==> config.mk <==
export PLATFORM = sky130hd
export DESIGN_NAME = uart_cmd_framer_flat
export DESIGN_NICKNAME = d
export VERILOG_FILES = /design/src/rtl/uart_cmd_pkg.sv /design/src/rtl/uart_cmd_framer_if.sv /design/src/rtl/uart_cmd_framer_hex_char_decode.sv /design/src/rtl/uart_cmd_framer.sv /design/src/flat_wrapper.sv
export SDC_FILE = /design/constraint.sdc
export NUM_CORES = 1
export LEC_CHECK = 0
export ABC_AREA = 1
export CAP_MARGIN = 40
export CORE_MARGIN = 2
export CORE_UTILIZATION = 60
export CTS_BUF_LIST = sky130_fd_sc_hd__clkbuf_4
export DETAILED_ROUTE_END_ITERATION = 7
export PLACE_DENSITY = 0.75
export SYNTH_ARGS = -nofsm -noshare
export SYNTH_HDL_FRONTEND = slang
export SYNTH_SLANG_ARGS = --single-unit
export TNS_END_PERCENT = 50
==> constraint.sdc <==
create_clock -name clk -period 6.7 [get_ports clk]
set_clock_uncertainty 0.2 [all_clocks]
set_input_delay 1.005 -clock clk [delete_from_list [all_inputs] [get_ports clk]]
set_output_delay 1.005 -clock clk [all_outputs]
set_load 0.02 [all_outputs]
==> src/rtl/uart_cmd_pkg.sv <==
// Shared constants and state encoding for the UART command framer.
package uart_cmd_pkg;
   localparam logic [7:0] CH_SP = 8'h20;
   localparam logic [7:0] CH_CR = 8'h0D;
   localparam logic [7:0] CH_LF = 8'h0A;

   typedef enum logic [1:0] {IDLE, COLLECT, DISCARD, DRAIN} cmd_state_t;
endpackage

==> src/rtl/uart_cmd_framer_if.sv <==
// RX character strobe, frame byte stream and status pulses of the command framer.
interface uart_cmd_framer_if;
   logic       rx_byte_en;
   logic [7:0] rx_byte;
   logic       frame_tvalid;
   logic       frame_tready;
   logic [7:0] frame_tdata;
   logic       frame_tlast;
   logic [8:0] frame_len;
   logic       busy;
   logic       err_char;
   logic       err_ovf;
   logic       err_drop;
   logic       err_tmo;

   modport master (
      input  rx_byte_en, rx_byte, frame_tready,
      output frame_tvalid, frame_tdata, frame_tlast, frame_len,
             busy, err_char, err_ovf, err_drop, err_tmo
   );
   modport slave (
      output rx_byte_en, rx_byte, frame_tready,
      input  frame_tvalid, frame_tdata, frame_tlast, frame_len,
             busy, err_char, err_ovf, err_drop, err_tmo
   );
endinterface

==> src/rtl/uart_cmd_framer_hex_char_decode.sv <==
// Classifies one ASCII character as hex digit, separator or end-of-line.
module hex_char_decode
   import uart_cmd_pkg::*;
(
   input  logic [7:0] rx_byte,
   output logic       is_hex,
   output logic [3:0] nibble,
   output logic       is_sep,
   output logic       is_eol
);
   always_comb begin
      is_hex = 1'b0;
      nibble = 4'h0;
      if (rx_byte >= 8'h30 && rx_byte <= 8'h39) begin
         is_hex = 1'b1;
         nibble = rx_byte[3:0];
      end else if ((rx_byte >= 8'h61 && rx_byte <= 8'h66) ||
                   (rx_byte >= 8'h41 && rx_byte <= 8'h46)) begin
         // 'a'/'A' have low nibble 1, so +9 maps them onto 10..15
         is_hex = 1'b1;
         nibble = rx_byte[3:0] + 4'd9;
      end
   end

   assign is_sep = (rx_byte == CH_SP) || (rx_byte == CH_CR);
   assign is_eol = (rx_byte == CH_LF);
endmodule

==> src/rtl/uart_cmd_framer.sv <==
// Packs ASCII-hex command lines into binary frames and streams each frame out.
module uart_cmd_framer
   import uart_cmd_pkg::*;
#(
   parameter int MAX_LEN     = 64,
   parameter int TIMEOUT_CYC = 50000000
) (
   input  logic              clk,
   input  logic              rstn,
   uart_cmd_framer_if.master bus
);
   localparam int AW = $clog2(MAX_LEN);
   localparam int CW = AW + 1;

   cmd_state_t    state, state_n;
   logic [CW-1:0] wr_cnt, wr_cnt_n, rd_cnt, rd_cnt_n, len, len_n;
   logic          pend, pend_n;
   logic [3:0]    hi, hi_n;
   logic [31:0]   idle_cnt;
   logic [7:0]    mem [MAX_LEN];
   logic          we, tmo, last;
   logic          e_char, e_ovf, e_drop, e_tmo;
   logic          q_char, q_ovf, q_drop, q_tmo;
   logic          is_hex, is_sep, is_eol;
   logic [3:0]    nib;

   hex_char_decode u_dec (
      .rx_byte (bus.rx_byte),
      .is_hex  (is_hex),
      .nibble  (nib),
      .is_sep  (is_sep),
      .is_eol  (is_eol)
   );

   assign tmo  = (state == COLLECT || state == DISCARD) && !bus.rx_byte_en &&
                 (idle_cnt >= 32'(TIMEOUT_CYC - 1));
   assign last = (rd_cnt == len - 1'b1);

   always_comb begin
      state_n  = state;
      wr_cnt_n = wr_cnt;
      rd_cnt_n = rd_cnt;
      len_n    = len;
      pend_n   = pend;
      hi_n     = hi;
      we       = 1'b0;
      e_char   = 1'b0;
      e_ovf    = 1'b0;
      e_drop   = 1'b0;
      e_tmo    = 1'b0;
      case (state)
         IDLE: if (bus.rx_byte_en) begin
            if (is_hex) begin
               hi_n    = nib;
               pend_n  = 1'b1;
               state_n = COLLECT;
            end else if (!is_sep && !is_eol) begin
               e_char  = 1'b1;
               state_n = DISCARD;
            end
         end
         COLLECT: if (tmo) begin
            e_tmo    = 1'b1;
            wr_cnt_n = '0;
            pend_n   = 1'b0;
            state_n  = IDLE;
         end else if (bus.rx_byte_en) begin
            if (is_hex) begin
               if (!pend) begin
                  hi_n   = nib;
                  pend_n = 1'b1;
               end else if (wr_cnt == CW'(MAX_LEN)) begin
                  e_ovf   = 1'b1;
                  pend_n  = 1'b0;
                  state_n = DISCARD;
               end else begin
                  we       = 1'b1;
                  wr_cnt_n = wr_cnt + 1'b1;
                  pend_n   = 1'b0;
               end
            end else if (is_sep) begin
               if (pend) begin
                  e_char  = 1'b1;
                  pend_n  = 1'b0;
                  state_n = DISCARD;
               end
            end else if (is_eol) begin
               // a dangling nibble kills the line; the EOL already ended it
               pend_n = 1'b0;
               if (pend) begin
                  e_char   = 1'b1;
                  wr_cnt_n = '0;
                  state_n  = IDLE;
               end else if (wr_cnt != '0) begin
                  len_n    = wr_cnt;
                  rd_cnt_n = '0;
                  state_n  = DRAIN;
               end else begin
                  state_n  = IDLE;
               end
            end else begin
               e_char  = 1'b1;
               pend_n  = 1'b0;
               state_n = DISCARD;
            end
         end
         DISCARD: if (tmo || (bus.rx_byte_en && is_eol)) begin
            e_tmo    = tmo;
            wr_cnt_n = '0;
            state_n  = IDLE;
         end
         DRAIN: begin
            e_drop = bus.rx_byte_en;
            if (bus.frame_tready) begin
               rd_cnt_n = rd_cnt + 1'b1;
               if (last) begin
                  wr_cnt_n = '0;
                  state_n  = IDLE;
               end
            end
         end
         default: state_n = IDLE;
      endcase
   end

   always_ff @(posedge clk) begin
      if (!rstn) begin
         state    <= IDLE;
         wr_cnt   <= '0;
         rd_cnt   <= '0;
         len      <= '0;
         pend     <= 1'b0;
         hi       <= '0;
         idle_cnt <= '0;
         q_char   <= 1'b0;
         q_ovf    <= 1'b0;
         q_drop   <= 1'b0;
         q_tmo    <= 1'b0;
      end else begin
         state  <= state_n;
         wr_cnt <= wr_cnt_n;
         rd_cnt <= rd_cnt_n;
         len    <= len_n;
         pend   <= pend_n;
         hi     <= hi_n;
         q_char <= e_char;
         q_ovf  <= e_ovf;
         q_drop <= e_drop;
         q_tmo  <= e_tmo;
         if (bus.rx_byte_en || state == IDLE || state == DRAIN) idle_cnt <= '0;
         else if (idle_cnt != '1)                                idle_cnt <= idle_cnt + 32'd1;
      end
   end

   always_ff @(posedge clk) begin
      if (we) mem[wr_cnt[AW-1:0]] <= {hi, nib};
   end

   assign bus.frame_tvalid = (state == DRAIN);
   assign bus.frame_tdata  = (state == DRAIN) ? mem[rd_cnt[AW-1:0]] : 8'h00;
   assign bus.frame_tlast  = (state == DRAIN) && last;
   assign bus.frame_len    = 9'(len);
   assign bus.busy         = (state != IDLE);
   assign bus.err_char     = q_char;
   assign bus.err_ovf      = q_ovf;
   assign bus.err_drop     = q_drop;
   assign bus.err_tmo      = q_tmo;
endmodule

==> src/flat_wrapper.sv <==
// flat-port wrapper written by rule: the top's interface ports become plain ports
module uart_cmd_framer_flat import uart_cmd_pkg::*;
#(
   parameter int MAX_LEN     = 64,
   parameter int TIMEOUT_CYC = 50000000
)
  (clk, rstn, bus_rx_byte_en, bus_rx_byte, bus_frame_tready, bus_frame_tvalid, bus_frame_tdata, bus_frame_tlast, bus_frame_len, bus_busy, bus_err_char, bus_err_ovf, bus_err_drop, bus_err_tmo);
  uart_cmd_framer_if bus_i ();
  input  logic clk;
  input  logic rstn;
  input wire logic [$bits(bus_i.rx_byte_en)-1:0] bus_rx_byte_en;
  input wire logic [$bits(bus_i.rx_byte)-1:0] bus_rx_byte;
  input wire logic [$bits(bus_i.frame_tready)-1:0] bus_frame_tready;
  output wire logic [$bits(bus_i.frame_tvalid)-1:0] bus_frame_tvalid;
  output wire logic [$bits(bus_i.frame_tdata)-1:0] bus_frame_tdata;
  output wire logic [$bits(bus_i.frame_tlast)-1:0] bus_frame_tlast;
  output wire logic [$bits(bus_i.frame_len)-1:0] bus_frame_len;
  output wire logic [$bits(bus_i.busy)-1:0] bus_busy;
  output wire logic [$bits(bus_i.err_char)-1:0] bus_err_char;
  output wire logic [$bits(bus_i.err_ovf)-1:0] bus_err_ovf;
  output wire logic [$bits(bus_i.err_drop)-1:0] bus_err_drop;
  output wire logic [$bits(bus_i.err_tmo)-1:0] bus_err_tmo;
  assign bus_i.rx_byte_en = bus_rx_byte_en;
  assign bus_i.rx_byte = bus_rx_byte;
  assign bus_i.frame_tready = bus_frame_tready;
  assign bus_frame_tvalid = bus_i.frame_tvalid;
  assign bus_frame_tdata = bus_i.frame_tdata;
  assign bus_frame_tlast = bus_i.frame_tlast;
  assign bus_frame_len = bus_i.frame_len;
  assign bus_busy = bus_i.busy;
  assign bus_err_char = bus_i.err_char;
  assign bus_err_ovf = bus_i.err_ovf;
  assign bus_err_drop = bus_i.err_drop;
  assign bus_err_tmo = bus_i.err_tmo;
  uart_cmd_framer #(.MAX_LEN(MAX_LEN), .TIMEOUT_CYC(TIMEOUT_CYC)) u_core (.clk(clk), .rstn(rstn), .bus(bus_i));
endmodule
==> Yosys cells after proc, flatten, opt, wreduce, memory -nomap -nowiden <==
Memories as Yosys holds them, arrays and structs flattened. A register that Yosys moved wholly into a read port is not among the register bits.
Index checks and enable logic that the tools add are counted.
{ "classes": {"add_sub_neg": 5, "order_cmp": 7, "n_eq_ne": 31, "n_mux": 81, "bitwise": 7, "n_reduce_logical": 32} }
{ "op_table": {"columns": ["cell", "n"], "rows": [
  ["2-to-1 mux 7 bit", 19],
  ["adder 32 x 1 -> 32 bit, second input constant", 1],
  [">= comparator 32 x 26 -> 1 bit, second input constant", 1],
  ["2-to-1 mux 2 bit", 16],
  ["2-to-1 mux 4 bit", 8],
  ["!= test 32 bit, second input constant", 1],
  ["2-to-1 mux 1 bit", 28],
  ["AND reduction 9 bit", 3],
  ["one-hot mux 7 bit (3 select lines)", 1],
  ["!= test 2 bit, second input constant", 9],
  ["== test 8 x 4 -> 1 bit, second input constant", 2],
  [">= comparator 8 x 7 -> 1 bit, second input constant", 2],
  ["less-or-equal comparator 8 x 7 -> 1 bit, second input constant", 2],
  ["adder 7 x 1 -> 7 bit, second input constant", 2],
  ["one-hot mux 7 bit (2 select lines)", 1],
  ["2-to-1 mux 6 bit", 2],
  ["!= test 4 x 2 -> 1 bit, second input constant", 3],
  ["== test 8 x 6 -> 1 bit, second input constant", 1],
  [">= comparator 8 x 6 -> 1 bit, second input constant", 1],
  ["less-or-equal comparator 8 x 6 -> 1 bit, second input constant", 1],
  ["logical AND 1 bit", 8],
  ["2-to-1 mux 8 bit", 1],
  ["!= test 2 x 1 -> 1 bit, second input constant", 4],
  ["!= test 4 x 3 -> 1 bit, second input constant", 2],
  ["25 further kinds", 44]
]} }
{ "totals": {"register_bits": 64, "mem_bits_rw": 512, "in_bits": 12, "output_inout_bits": 24, "word_cells": 175, "n_memories": 1} }
{ "mem_list": {"columns": ["memory", "depth", "width", "rd", "rd_ports_with_merged_regs", "write_ports", "line_no", "rtl"], "rows": [
  ["u_core.mem", 64, 8, 1, 1, 1, "uart_cmd_framer.sv:20", "logic [7:0] mem [MAX_LEN];"]
]} }

==> Depth between registers and ports, before layout <==
{ "depth": {"ltp_word": 11, "ltp_mapped": 16, "depth_no_buf": 15} }

==> By module <==
From an unflattened synthesis, not the netlist that was laid out.
{ "hier_totals": {"hier_cells": 2141, "area_unflattened_um2": 24532.3} }
{ "by_module_without_submodules": {"columns": ["mod", "n_inst", "cells_per_inst", "area_per_inst_um2", "seq_area_each_um2"], "rows": [
  ["uart_cmd_framer", 1, 2097, 24295.8, 16776.1],
  ["hex_char_decode", 1, 44, 236.5, 0.0]
]} }

==> Worst setup path after synthesis <==
Ideal clock, no wire load.
{ "synth_path": {"path_type": "input to register", "start": "input port bus_rx_byte[6]", "end": "memory u_core.mem[0][0], data pin", "setup_ns": 0.712, "arrival_time_ns": 4.091, "required_ns": 5.788, "slack_ns": 1.697, "path_stages": 4, "path_buffers": 0, "path_cell_list": "or2_4 -> nor3_4 -> nand2_2 -> o21ai_0"} }
{ "synth_between": {"elab_chain_cells": 5, "elab_cells_between_ends": 12, "cone_classes": "order compare: 6; mux: 2; reduce/logical: 4"} }
{ "synth_rtl": {"columns": ["element", "line_no", "rtl"], "rows": [
  ["start, declared", "flat_wrapper.sv:12", "input wire logic [$bits(bus_i.rx_byte)-1:0] bus_rx_byte;"],
  [">= comparator 8 x 7 -> 1 bit, or another cell as far along", "uart_cmd_framer_hex_char_decode.sv:17", "end else if ((rx_byte >= 8'h61 && rx_byte <= 8'h66) ||"],
  ["logical AND 1 bit, on equally long branches", "uart_cmd_framer_hex_char_decode.sv:17, uart_cmd_framer_hex_char_decode.sv:18", null],
  ["logical OR 1 bit", "uart_cmd_framer_hex_char_decode.sv:17", null],
  ["2-to-1 mux 4 bit", "uart_cmd_framer_hex_char_decode.sv:17", null],
  ["2-to-1 mux 4 bit *", "uart_cmd_framer_hex_char_decode.sv:14", "if (rx_byte >= 8'h30 && rx_byte <= 8'h39) begin"],
  ["end, declared", "uart_cmd_framer.sv:20", null]
]} }
Every way passes the cells marked *; elsewhere a longest branch is shown, timed or not.

==> metrics <==
Tightest Hold Check Type reg -> reg; initial DRC count 2220; Initial Util 0.605; initial antenna violation count 2; chip height 206 um; CTS H-Tree Depth 4; total gr overflow 0; global placer's final weighted congestion roughly 0.9; Detail Placement HPWL 35600 um; Yosys Warn Count 0; Core Rows 74; Seq/Total Area, Yosys 0.682; post-layout minimum cycle time 5.61 ns; WL per Instance 21.3 um; Sum Neg Setup Slack 0 ns; flop2flop setup slack 3.24 ns; # IOs 36; flops & latches, synth 582; Crit Path Class reg -> out; CTS tree built; die area 0.0426 sq mm; Post-CTS Setup Bufs 0; unrepaired setup endpoints after global routing false; largest cells by area after synthesis edfxtp_1 63%, nor2_1 6.5%, o21ai_0 6.0%; die width slightly above 200 um; final WL between 60000 and 70000 um; FMAX approximately 180 MHz; share of layout cells above drive strength 1 0.138; CTS max path bufs 3; Mapped Cells 2131; final period utilization 0.837; DRC 0; synthesized area per cell 11.5 sq um; startpoint class of the critical path register; WHS 0.289 ns; CP required 5.49 ns; drt via density 6.17; ys async rst share 0; post-synthesis cell type count 44; Least-Margin Pin Slew 0.929 ns; Core Area 0.0406 sq mm; CTS Sinks 582; Setup violations, final 0; I/O Buffers 33; Max transition margin 0.378; total CTS buffers 143; vias after detailed routing between 15000 and 20000; Mapped Area approximately 0.025 sq mm; crit-path max FO 55; Max-cap violations 0; first-pass GRT wire length 92300 um; outcome completed; vias in the first global route around 17000; GRT Total Usage 0.289; Pre-antenna DRT Iters 6; P_leak just under 10 nW; power density cells 306 mW/mm^2; largest net degree at the start of global routing between 150 and 200; Post-CTS Hold Fix Bufs 0; Reg clk slew, reported paths approximately 0.060 ns; final net count 2238; Max rail drop VDD 240 uV; Skew-Pair Late Insertion Delay 0.85 ns; Worst EP arrival 4.40 ns; most common flop cell mapped by yosys edfxtp_1; number of routed nets with antenna violations 0; Final Max Slew Viols 0; most frequent cells in the layout 512 x edfxtp_1, 425 x nor2_1, 292 x o21ai_0; P&R area growth vs syn 10.5%; EDFF count, synth slightly above 500; commonest non-fill, non-tap cell in the layout edfxtp_1; Yosys top cell by area edfxtp_1; Yosys top cell area share 0.625; crit end category output port; CTS resizes 0; Final Hold Viols 0; CTS Root Buffer Type clkbuf_4
-- report_power, final --
part	leakage [nW]	total (mW)	switching (mW)	internal (mW)
registers	5.83	3.96	0.0371	3.93
clock network	1.07	2.92	1.37	1.55
logic	2.98	1.44	1.02	0.420
total	9.88	8.32	2.43	5.90
-- registers in the layout (all words and copies together) (netlist names), 2 cells and up, named ones only --
register / flops
u_core.mem: 512
u_core.idle_cnt: 32
u_core.len: 7
u_core.rd_cnt: 7
u_core.wr_cnt: 7
u_core.hi: 4
u_core.state: 2
-- per-stage QoR --
step / utilization / setup slack (ns) / std cells / power, mW / area, sq um
detailed placement: 0.624 / 2.05 / 2599 / 5.46 / 25400
global placement: 0.623 / 2.13 / 2596 / 5.42 / 25300
finish: 0.668 / 1.09 / 2844 / 8.32 / 27200
CTS: 0.668 / 1.13 / 2842 / 8.35 / 27200
floorplan: - / 1.70 / 2132 / 5.10 / 24600
global route: 0.668 / 0.936 / 2844 / 8.70 / 27200
-- synth_stat cells, types with 2 or more instances --
cell	instances
nand3_4	4
nand2_4	3
nor2_4	3
a211oi_1	2
o21a_1	6
a31oi_1	3
buf_4	4
o2111ai_1	2
nor4_1	9
dfxtp_1	70
nand2_1	134
o21ai_2	2
nand3_1	131
ha_1	14
o22ai_1	29
nand2_2	12
nand4_1	12
inv_2	13
xnor2_1	12
nand3_2	6
o21ai_0	294
o21ai_1	13
buf_2	39
clkbuf_1	77
nor3_2	4
xor2_1	23
nor2_2	7
nor3_1	17
o211ai_1	9
nor3b_1	4
inv_1	81
o221ai_1	100
a21oi_1	46
edfxtp_1	512
nor2_1	425
-- logic make-up (layout without fill, tap and decap cells) --
| group | after synthesis | count (layout) | share of synthesized area |
|---|---|---|---|
| AOI/OAI and AO/OA | 507 | 507 | 0.123 |
| xor gates and xnor gates | 35 | 35 | 0.0125 |
| adders and majority gates | 14 | 14 | 0.00713 |
| buffers and inverters | 216 | 394 | 0.0359 |
| DFF | 582 | 582 | 0.682 |
| other | 1 | 4 | 0.000153 |
| and+or+nand+nor | 776 | 776 | 0.139 |
-- layer usage --
layer | wire (um) | GRT usage | up-vias | share of wire
li1 | - | - | 8010 | -
met3 | 6240 | 0.0617 | 124 | 0.10
met2 | 28500 | 0.458 | 1071 | 0.47
met5 | 93 | 0.0167 | - | 0.0015
met4 | 1880 | 0.122 | 2 | 0.031
met1 | 23700 | 0.388 | 8332 | 0.39
-- worst paths after layout --
kind	start	endpoint	cells after the start
hold reg to reg	u_core.idle_cnt[0]$_SDFFE_PP0P_	u_core.idle_cnt[0]$_SDFFE_PP0P_	2
hold / removal	u_core.idle_cnt[0]$_SDFFE_PP0P_	u_core.idle_cnt[0]$_SDFFE_PP0P_	2
setup / recovery	register	bus_frame_tdata[5]	9
setup reg to reg	u_core.wr_cnt[1]$_SDFFE_PN0P_	u_core.mem[35][7]$_DFFE_PP_	9
-- critical path: stages (launching register included) --
cell and delay, ns:
dfxtp_4 0.43, inv_2 0.43, buf_4 0.61, o21ai_0 0.21, o221ai_1 0.32, nand3_1 0.13, nand3_1 0.15, nand3_1 0.15
a21oi_1 0.40, clkdlybuf4s50_1 0.68
-- final cells by class --
| class | instances | area (sq um) |
|---|---|---|
| Sequential cell | 582 | 16800 |
| Inverter | 94 | 358 |
| Multi-Input combinational cell | 1334 | 6970 |
| Timing Repair Buffer | 57 | 573 |
| Fill cell | 3004 | 13500 |
| Clock buffer | 203 | 1520 |
| Clock inverter | 40 | 282 |
| Tap cell | 532 | 666 |
| Antenna cell | 2 | 5.00 |
Note: power is estimated with default switching activity, not from simulation.
